==> src/rtl/f5_sweep_ctrl.sv <==
// Exhaustive 3-input sweep controller: drives every {x,y,z} vector to two
// implementations of the same function, compares them with each other and with a golden table.
module f5_sweep_ctrl #(
  parameter logic [7:0] EXPECT = 8'hA2
) (
  input  logic       clk,
  input  logic       reset,
  input  logic       start,
  input  logic       stop_on_err,
  input  logic       sa,
  input  logic       sb,
  output logic       x,
  output logic       y,
  output logic       z,
  output logic       busy,
  output logic       done,
  output logic       pass,
  output logic [3:0] err_count,
  output logic [2:0] first_bad,
  output logic       bad_valid,
  output logic [7:0] truth
);

  // state  | meaning
  // IDLE   | waiting for start, results held
  // DRIVE  | vector applied, implementations settling
  // SAMPLE | sa/sb compared and recorded at the exiting edge
  // DONE   | one-cycle done pulse, then back to IDLE
  typedef enum logic [1:0] {
    IDLE   = 2'd0,
    DRIVE  = 2'd1,
    SAMPLE = 2'd2,
    DONE   = 2'd3
  } state_t;

  localparam logic [3:0] ERR_MAX = 4'd8;

  state_t     state_q, state_d;
  logic [2:0] idx_q, idx_d;
  logic [2:0] vec_q, vec_d;
  logic       busy_q, busy_d;
  logic       done_q, done_d;
  logic       pass_q, pass_d;
  logic [3:0] err_q, err_d;
  logic [2:0] first_bad_q, first_bad_d;
  logic       bad_valid_q, bad_valid_d;
  logic [7:0] truth_q, truth_d;

  logic mismatch;
  logic last_vec;
  logic end_sweep;

  assign mismatch  = (sa != sb) | (sa != EXPECT[idx_q]);
  assign last_vec  = (idx_q == 3'd7);
  assign end_sweep = (mismatch & stop_on_err) | last_vec;

  // State register; reset outranks every transition, so an aborted sweep never pulses done.
  always_ff @(posedge clk) begin
    if (reset) begin
      state_q     <= IDLE;
      idx_q       <= 3'd0;
      vec_q       <= 3'd0;
      busy_q      <= 1'b0;
      done_q      <= 1'b0;
      pass_q      <= 1'b0;
      err_q       <= 4'd0;
      first_bad_q <= 3'd0;
      bad_valid_q <= 1'b0;
      truth_q     <= 8'h00;
    end else begin
      state_q     <= state_d;
      idx_q       <= idx_d;
      vec_q       <= vec_d;
      busy_q      <= busy_d;
      done_q      <= done_d;
      pass_q      <= pass_d;
      err_q       <= err_d;
      first_bad_q <= first_bad_d;
      bad_valid_q <= bad_valid_d;
      truth_q     <= truth_d;
    end
  end

  always_comb begin
    state_d = state_q;
    case (state_q)
      IDLE:    if (start) state_d = DRIVE;
      DRIVE:   state_d = SAMPLE;
      SAMPLE:  state_d = end_sweep ? DONE : DRIVE;
      DONE:    state_d = IDLE;
      default: state_d = IDLE;
    endcase
  end

  // Next values of the registered outputs; everything holds unless updated below.
  always_comb begin
    idx_d       = idx_q;
    vec_d       = vec_q;
    busy_d      = busy_q;
    done_d      = 1'b0;
    pass_d      = pass_q;
    err_d       = err_q;
    first_bad_d = first_bad_q;
    bad_valid_d = bad_valid_q;
    truth_d     = truth_q;
    case (state_q)
      IDLE: begin
        if (start) begin
          idx_d       = 3'd0;
          vec_d       = 3'd0;
          busy_d      = 1'b1;
          pass_d      = 1'b0;
          err_d       = 4'd0;
          first_bad_d = 3'd0;
          bad_valid_d = 1'b0;
          truth_d     = 8'h00;
        end
      end
      SAMPLE: begin
        truth_d[idx_q] = sa;
        if (mismatch) begin
          if (err_q != ERR_MAX) err_d = err_q + 4'd1;
          if (!bad_valid_q) begin
            first_bad_d = idx_q;
            bad_valid_d = 1'b1;
          end
        end
        if (end_sweep) begin
          busy_d = 1'b0;
          done_d = 1'b1;
          // Pass only when the final vector is reached and nothing ever mismatched.
          pass_d = last_vec & ~mismatch & (err_q == 4'd0);
        end else begin
          idx_d = idx_q + 3'd1;
          vec_d = idx_q + 3'd1;
        end
      end
      default: ;
    endcase
  end

  assign {x, y, z}  = vec_q;
  assign busy       = busy_q;
  assign done       = done_q;
  assign pass       = pass_q;
  assign err_count  = err_q;
  assign first_bad  = first_bad_q;
  assign bad_valid  = bad_valid_q;
  assign truth      = truth_q;

endmodule

==> config.mk <==
export PLATFORM = sky130hd
export DESIGN_NAME = f5_sweep_ctrl
export DESIGN_NICKNAME = d
export VERILOG_FILES = /design/src/rtl/f5_sweep_ctrl.sv
export SDC_FILE = /design/constraint.sdc
export NUM_CORES = 1
export LEC_CHECK = 0
export CAP_MARGIN = 20
export CELL_PAD_IN_SITES_DETAIL_PLACEMENT = 0
export CELL_PAD_IN_SITES_GLOBAL_PLACEMENT = 1
export CORE_MARGIN = 1
export CORE_UTILIZATION = 40
export DETAILED_ROUTE_END_ITERATION = 7
export PLACE_DENSITY = 0.87
export SLEW_MARGIN = 0
export SYNTH_ARGS = -nofsm -noshare
export SYNTH_HDL_FRONTEND = slang
export SYNTH_SLANG_ARGS = --single-unit
==> constraint.sdc <==
create_clock -name clk -period 3.5 [get_ports clk]
set_clock_uncertainty 0.2 [all_clocks]
set_input_delay 0.35 -clock clk [delete_from_list [all_inputs] [get_ports clk]]
set_output_delay 0.35 -clock clk [all_outputs]
set_load 0.02 [all_outputs]
Word level (Yosys, flattened, before mapping)
Memories as Yosys holds them, arrays and structs flattened. A register that Yosys moved wholly into a read port is not among the register bits. Cells that the tools add are included.

$add $sub $neg: 2. Multipliers: 0. Div/mod/pow operators: 0. $lt $le $gt $ge: 2. Eq/ne operators: 13. Shift operators: 0. Mux-type cells: 30. Bitwise operators: 7. Reduce and logical (&&, ||, !) cells: 11.

Operators by type and width (number): two-way mux 3 bit (6); one-hot mux 8 bit (2 select lines) (1); two-way mux 4 bit (3); inequality test 2 bit (second input constant) (6); one-hot mux 3 bit (2 select lines) (2); AND reduction 3 bit (3); bitwise mux 8 bit (1); two-way mux 1 bit (8); two-way mux 8 bit (1); one-hot mux 2 bit (4 select lines) (1); one-hot mux 4 bit (2 select lines) (1); AND reduction 4 bit (2); one-hot mux 1 bit (2 select lines) (3); adder 4 x 1 -> 4 bit (second input constant) (1); equality test 2 bit (second input constant) (2); zero test 4 bit (1); < comparator 3 x 4 -> 1 bit (second input constant) (1); two-way mux 2 bit (2); inequality test 4 bit (second input constant) (1); adder 3 x 1 -> 3 bit (second input constant) (1); AND 1 bit (3); demux 1 bit (select 3 bit) (1); equality test 3 bit (second input constant) (1); >= comparator 3 x 1 -> 1 bit (second input constant) (1); 9 further kinds (12).

Flip-flop bits (word level): 24. Latch bits: 0. RAM bits: 0. Memory bits (read-only): 8. Bits of input ports: 6. Output and inout bits: 22. Word-level logic and storage cells: 75. Memories kept: 1.

Memories: (name not given) (depth 8, width 1, read ports 1, clocked after Yosys merged registers in 1, wr ports 0, line 53) `assign mismatch = (sa != sb) | (sa != EXPECT[idx_q]);`.

Longest topological paths before layout
Gate-level depths: netlist of the first run.

Depth in word-level cells: 10. Depth in mapped cells: 6. Depth with buffers taken out: 6.

Least setup slack after synthesis of the first run
OpenSTA, ideal clock, no wires.

Path kind: register to register. Start: register vec_q[1] (netlist name). End: register vec_q[0]. Setup time: 0.131 ns. Arrival: 1.895 ns. Data required time: 3.169 ns. Setup slack: 1.273 ns. Stages on the path, launching flop included: 7. Buffers on the path: 0. Period minus slack after synthesis: 2.227 ns. Cells stage by stage: dfxtp_1 -> ha_1 -> ha_1 -> or4_2 -> o2111ai_1 -> and3_1 -> nor3_1.

RTL lines: end signal: assignment (line 73) `vec_q <= vec_d;`; end: declaration (line 40) `logic [2:0] vec_q, vec_d;`.

==> results.md, run 1 <==
* Largest net degree at the start of global routing at 27
* Final Instance Area at 1630 µm²
* Final HPWL DP at a little over 2000 µm
* RR Endpoint: vec_q[0]
* Post-synth top area share at 38.1%
* Hold_sp: busy
* Vias/cell at 5.50
* Setup TNS at 0 ns
* Status: finished clean
* Worst endpoint data arrival time at 2.48 ns
* Cells on worst reg2reg path at 6
* Fin. max-slew vios at 0
* Top post-synthesis cells by area: dfxtp_1 38%, o21ai_0 4.6%, a21oi_1 4.2%, nand3b_1 4.0%, ha_1 3.8%
* Cell Area, Placed at around 1600 µm²
* Initial core utilization at 42.7%
* Total Wirelength at 2920 µm
* Path category of the worst min-delay check: register to register
* Final setup vio count at 0
* Worst R2R Setup Slack at 1.02 ns
* Critical Path RT at 3.51 ns
* Top-count cell post-synth: dfxtp_1
* Leak pwr at 0.518 nW
* Mapped Nets at between 150 and 200
* Slew margin rel. at 41.9%
* Reg clk slew, reported paths at 0.13 ns
* Fillers at 307
* Max H-tree Level at 1
* Synth cell count leaders: 25 x dfxtp_1, 12 x o21ai_0, 11 x a21oi_1, 10 x inv_1, 9 x nand2_1
* Vias in the first global route at 1,076
* Drt wl/cell at 13.5 µm
* RSZ-0062 raised after global routing: false
* Hold depth at 2
* Yosys reg bits at 25
* Hold Path End: busy
* Postcts setup bufs at 0
* Synth-to-layout area growth at 23.8%
* CP Max Fanout at 15
* Core Region at 3080 µm²
* Asr flop ratio synth at 0%
* GRT Util Overall at 18.0%
* CTS root buf: clkbuf_4
* Port Buf Inserts at 27
* Pre-Repair DR Iteration Count at 4
* Netlist cell types at 38
* Die Wd at approximately 60 µm
* CP Capture Type: register
* Mean Syn Cell Area at 8.70 µm²
* Mapped cell area at 1310 µm²
* Vias at 1,193
* Initial antenna violation count at 0
* Synth warnings at 0
* Clock sink count at 25
* Full die area at 3520 µm²
* Clk_lat worst skew at slightly above 0.3 ns
* Ys flop type: dfxtp_1
* Post-route DRC at 0
* Cts hold-fix bufs at 0
* Post-DRT Antenna Nets at 0
* Fmax at roughly 400 MHz
* Worst setup SP type: register
* CTS tree: yes
* CTS resizes at 0
* GP Congestion at 0.938
* Tmin final at 2.48 ns
* Cell Rows at 20
* Cells after synthesis at ~150
* Starting DRT DRC Count at 27
* First-pass GRT wire length at 4840 µm
* Nets@finish at 184
* # Max-Cap Violations at 0
* Setup CP Type: register to register
* Max VDD drop at ~0.26 mV
* Cts bufs inserted at 3
* Total grt overflow at 0
* EDFF count, synth at 0
* Chip Height at 59.3 µm
* CP Launch Point: vec_q[1]
* Sequential area share after synthesis at 38.1%
* Worst-margin pin slew at about 0.87 ns
* CTS Buffer Depth at 2
* # IOs at 28
* Power per Cell Area at about 300 nW/µm²
* Area leader, netlist: dfxtp_1
* ANT cells at 0
* Layout cell share with drive strength beyond 1 at 6.94%
* Final period util at a little over two thirds
* Hold Fails Final Rpt at 0
* RR Startpoint: vec_q[1]
-- sequential cells by signal, indices dropped and copies added (netlist names), named ones only --
name / cells
truth: 8
done: 1
first_bad: 3
bad_valid: 1
vec_q: 3
busy: 1
err_count: 4
state_q: 2
pass: 1
-- kinds of logic after synthesis --
group	share of synthesized area [%]
AO/OA/AOI/OAI	26.2
adder cells (fa/ha/maj)	3.81
AND/OR/NAND/NOR	24.0
flip-flops	38.1
multiplexers	1.52
buffers and inverters	6.38
-- worst max path at each step --
stage	end	slack, ns
finish	vec_q[0]	1.02
global route	vec_q[0]	0.88
detailed placement	register	1.02
CTS	vec_q[0]	1.04
global placement	register	1.08
floorplan	vec_q[0]	1.27
-- metal layers --
layer	wire length [µm]	GRT usage (%)
met1	1410	22.7
met2	1330	29.9
met3	132	4.80
met4	41	5.10
met5	0	0
-- cell type report --
type	count	area, µm²	share of cell area [%]
inverters	10	37.5	2.31
repair buffers	28	278	17.1
flip-flops and latches	25	500	30.8
clock buffers	4	26.3	1.62
well taps	44	55.1	3.38
multi-input cells	106	729	44.8
-- stage by stage --
stage	power (mW)	utilization (%)	hold slack [ns]	cells	worst slack, ns
6_report	0.495	52.8	0.273	217	1.02
5_1_grt	0.520	52.8	0.294	217	0.879
4_1_cts	0.501	52.8	0.275	217	1.04
3_5_place_dp	0.373	52.0	0.252	213	1.02
3_3_place_gp	0.372	52.0	0.255	213	1.08
2_1_floorplan	0.350	-	0.295	151	1.27
-- critical path: stages, from the launching register on --
cell       delay, ns
dfxtp_1         0.48
ha_1            0.28
ha_1            0.27
or4_2           0.56
o2111ai_1       0.22
and3_1          0.29
nor3_1          0.07
-- where the power goes --
group | switching, mW | leakage (nW) | internal [mW]
registers | 0.00908 | 0.202 | 0.290
clock network | 0.0821 | 0.0150 | 0.0445
logic | 0.0404 | 0.301 | 0.0285
total | 0.132 | 0.518 | 0.363
-- placed cells by master, fill, tap and decap left out, types with 2 or more instances in the layout --
| master | count |
|---|---|
| clkdlybuf4s50_1 | 27 |
| a211o_1 | 3 |
| nor2_1 | 7 |
| clkbuf_4 | 3 |
| o32ai_1 | 4 |
| nand3b_1 | 7 |
| nor3_1 | 5 |
| nand3_1 | 7 |
| ha_1 | 4 |
| a21boi_0 | 2 |
| mux2i_1 | 2 |
| o21ai_0 | 12 |
| inv_1 | 10 |
| nand2_1 | 9 |
| a21oi_1 | 11 |
| o31ai_1 | 3 |
| or4_1 | 2 |
| nand2b_1 | 5 |
| nor2b_1 | 5 |
| nor4_1 | 2 |
| dfxtp_1 | 25 |
No activity file was read; power rests on OpenSTA's default activity.
==> run 2: changes to the inputs <==
CORE_UTILIZATION = 33   (was 40)
PLACE_DENSITY = 0.77   (was 0.87)
clock period = 2.02 ns   (was 3.5 ns; I/O delays follow)
==> run 2 against run 1 <==
Register-to-register slack worse by 0.92 ns; sequential power up 71%; sequential cell count unchanged; via count up 4.1%; final area up 14%; die area up 20%; critical path depth unchanged; combinational power up 130%.
==> results.md, run 2 (synthesized netlist as in run 1, its figures left out) <==
* Status: finished clean
* Drt wl/cell at 13.5 µm (+0.14%)
* Met1 Use GR at 20.9% (-1.8 points)
* Post-DRT Antenna Nets at 0 (unchanged)
* Path category of the worst min-delay check: register to register
* Final setup vio count at 0 (unchanged)
* Vias in the first global route at 1,209 (+12%)
* CP Capture Type: register
* Number of cells in the finished layout apart from fillers at 242 (+12%)
* CTS Buffer Depth at 2 (unchanged)
* PnR worst setup slack at 0.0543 ns (-0.970 ns)
* Final Instance Area at 1850 µm² (+14%)
* Tmin final at 1.97 ns
* Clock sink count at 25 (unchanged)
* Die Wd at 65.1 µm (+9.8%)
* Postcts setup bufs at 0 (unchanged)
* Vias at 1,242 (+4.1%)
* # IOs at 28 (unchanged)
* CP Max Fanout at 4 (-11)
* Hold_sp: busy
* GRT Util Overall at 16.4% (-1.6 points)
* Starting DRT DRC Count at 51 (+89%)
* Leak pwr at 0.626 nW (+21%)
* Setup CP Type: primary input to register
* Port Buf Inserts at 27 (unchanged)
* Slew margin rel. at 48.2% (+6.4 points)
* Worst slack, placed at -0.214 ns (-1.23 ns)
* Pre-Repair DR Iteration Count at 4 (unchanged)
* Worst endpoint data arrival time at 1.94 ns (-0.54 ns)
* Max reg flops at 8 (unchanged)
* Critical Path RT at 1.99 ns (-1.52 ns)
* Post-route DRC at 0 (unchanged)
* Max VDD drop at 0.283 mV (+10%)
* Fmax at roughly 500 MHz
* Leading cell type in the layout, fill and taps excluded: clkdlybuf4s50_1
* Initial core utilization at 35.1% (-7.6 points)
* Total grt overflow at 0 (unchanged)
* Commonest cells after routing, fill and taps aside: 27 x clkdlybuf4s50_1, 23 x dfxtp_1, 22 x buf_4
* Power per Cell Area at 522 nW/µm² (+72%)
* GP Congestion at 0.809 (-14%)
* Initial antenna violation count at 0 (unchanged)
* RR Startpoint: vec_q[1]
* RSZ-0062 raised after global routing: false
* Worst setup SP type: primary input
* Inst Count DP at 238 (+12%)
* CP Launch Point: sb
* CTS resizes at 0 (unchanged)
* CTS tree: yes
* Final period util at 97.3%
* Met2 Use GR at 28.1% (-1.7 points)
* Reg clk slew, reported paths at 0.08 ns (-0.05 ns)
* Full die area at 4240 µm² (+20%)
* Cts hold-fix bufs at 0 (unchanged)
* Met3 Resource Use GR at 2.43% (-2.4 points)
* Synth-to-layout area growth at 40.9%
* Fin. max-slew vios at 0 (unchanged)
* Worst-margin pin slew at 0.775 ns (-0.0954 ns)
* Cell Area, Placed at 1810 µm² (+13%)
* Cts bufs inserted at 3 (unchanged)
* Hold Fails Final Rpt at 0 (unchanged)
* Max H-tree Level at 1 (unchanged)
* First-pass GRT wire length at 5470 µm (+13%)
* Cell Rows at 22 (+10%)
* Largest net degree at the start of global routing at 26 (-3.7%)
* Busiest grt layer: met2
* Core Region at 3740 µm² (+22%)
* Final HPWL DP at 2390 µm (+17%)
* ANT cells at 0 (unchanged)
* CTS root buf: clkbuf_8
* Total Wirelength at 3260 µm (+12%)
* Clk_lat worst skew at 0.26 ns (-0.05 ns)
* Nets@finish at 205 (+11%)
* Layout cell share with drive strength beyond 1 at 20.1% (+13 points)
* Vias/cell at 5.13 (-6.6%)
* Chip Height at 65.1 µm (+9.8%)
* # Max-Cap Violations at 0 (unchanged)
## run 2: report_power, final
part	leakage (nW)	internal [mW]	switching [mW]
Sequential	0.203	0.502	0.00732
Combinational	0.400	0.0747	0.0858
Clock	0.0228	0.141	0.155
Total	0.626	0.718	0.248
## run 2: critical path, cell delays in order
cell,delay (ns)
clkdlybuf4s50_1,0.46
buf_4,0.17
nor3_1,0.33
nor4_1,0.13
a221o_2,0.36
a2111oi_4,0.29
## run 2: layer usage
| metal | vias to the layer above | wire (µm) |
|---|---|---|
| met5 | - | 0 |
| met4 | 0 | 29 |
| met3 | 4 | 143 |
| met2 | 27 | 1580 |
| met1 | 573 | 1500 |
| li1 | 638 | - |
## run 2: layout make-up
type | count | area (µm²)
Sequential cell | 25 | 503
Multi-Input combinational cell | 106 | 769
Clock buffer | 4 | 45.0
Timing Repair Buffer | 49 | 435
Tap cell | 48 | 60.1
Inverter | 10 | 37.5
Fill cell | 384 | 1890
## run 2: final timing paths
path               to  slack [ns]  cells after the start
max          register        0.05                      6
min              busy        0.27                      2
max reg2reg  register        0.10                      6
min reg2reg      busy        0.27                      2
## run 2: through the flow
| step | hold WS, ns | power (mW) | TNS (ns) | utilization, % |
|---|---|---|---|---|
| after global placement | 0.250 | 0.679 | -0.536 | 48.2 |
| after CTS | 0.267 | 0.974 | 0 | 49.4 |
| after floorplan | 0.220 | 0.611 | 0 | - |
| final | 0.267 | 0.966 | 0 | 49.4 |
| after global routing | 0.299 | 1.02 | 0 | 49.4 |
| after detailed placement | 0.250 | 0.682 | -0.871 | 48.2 |
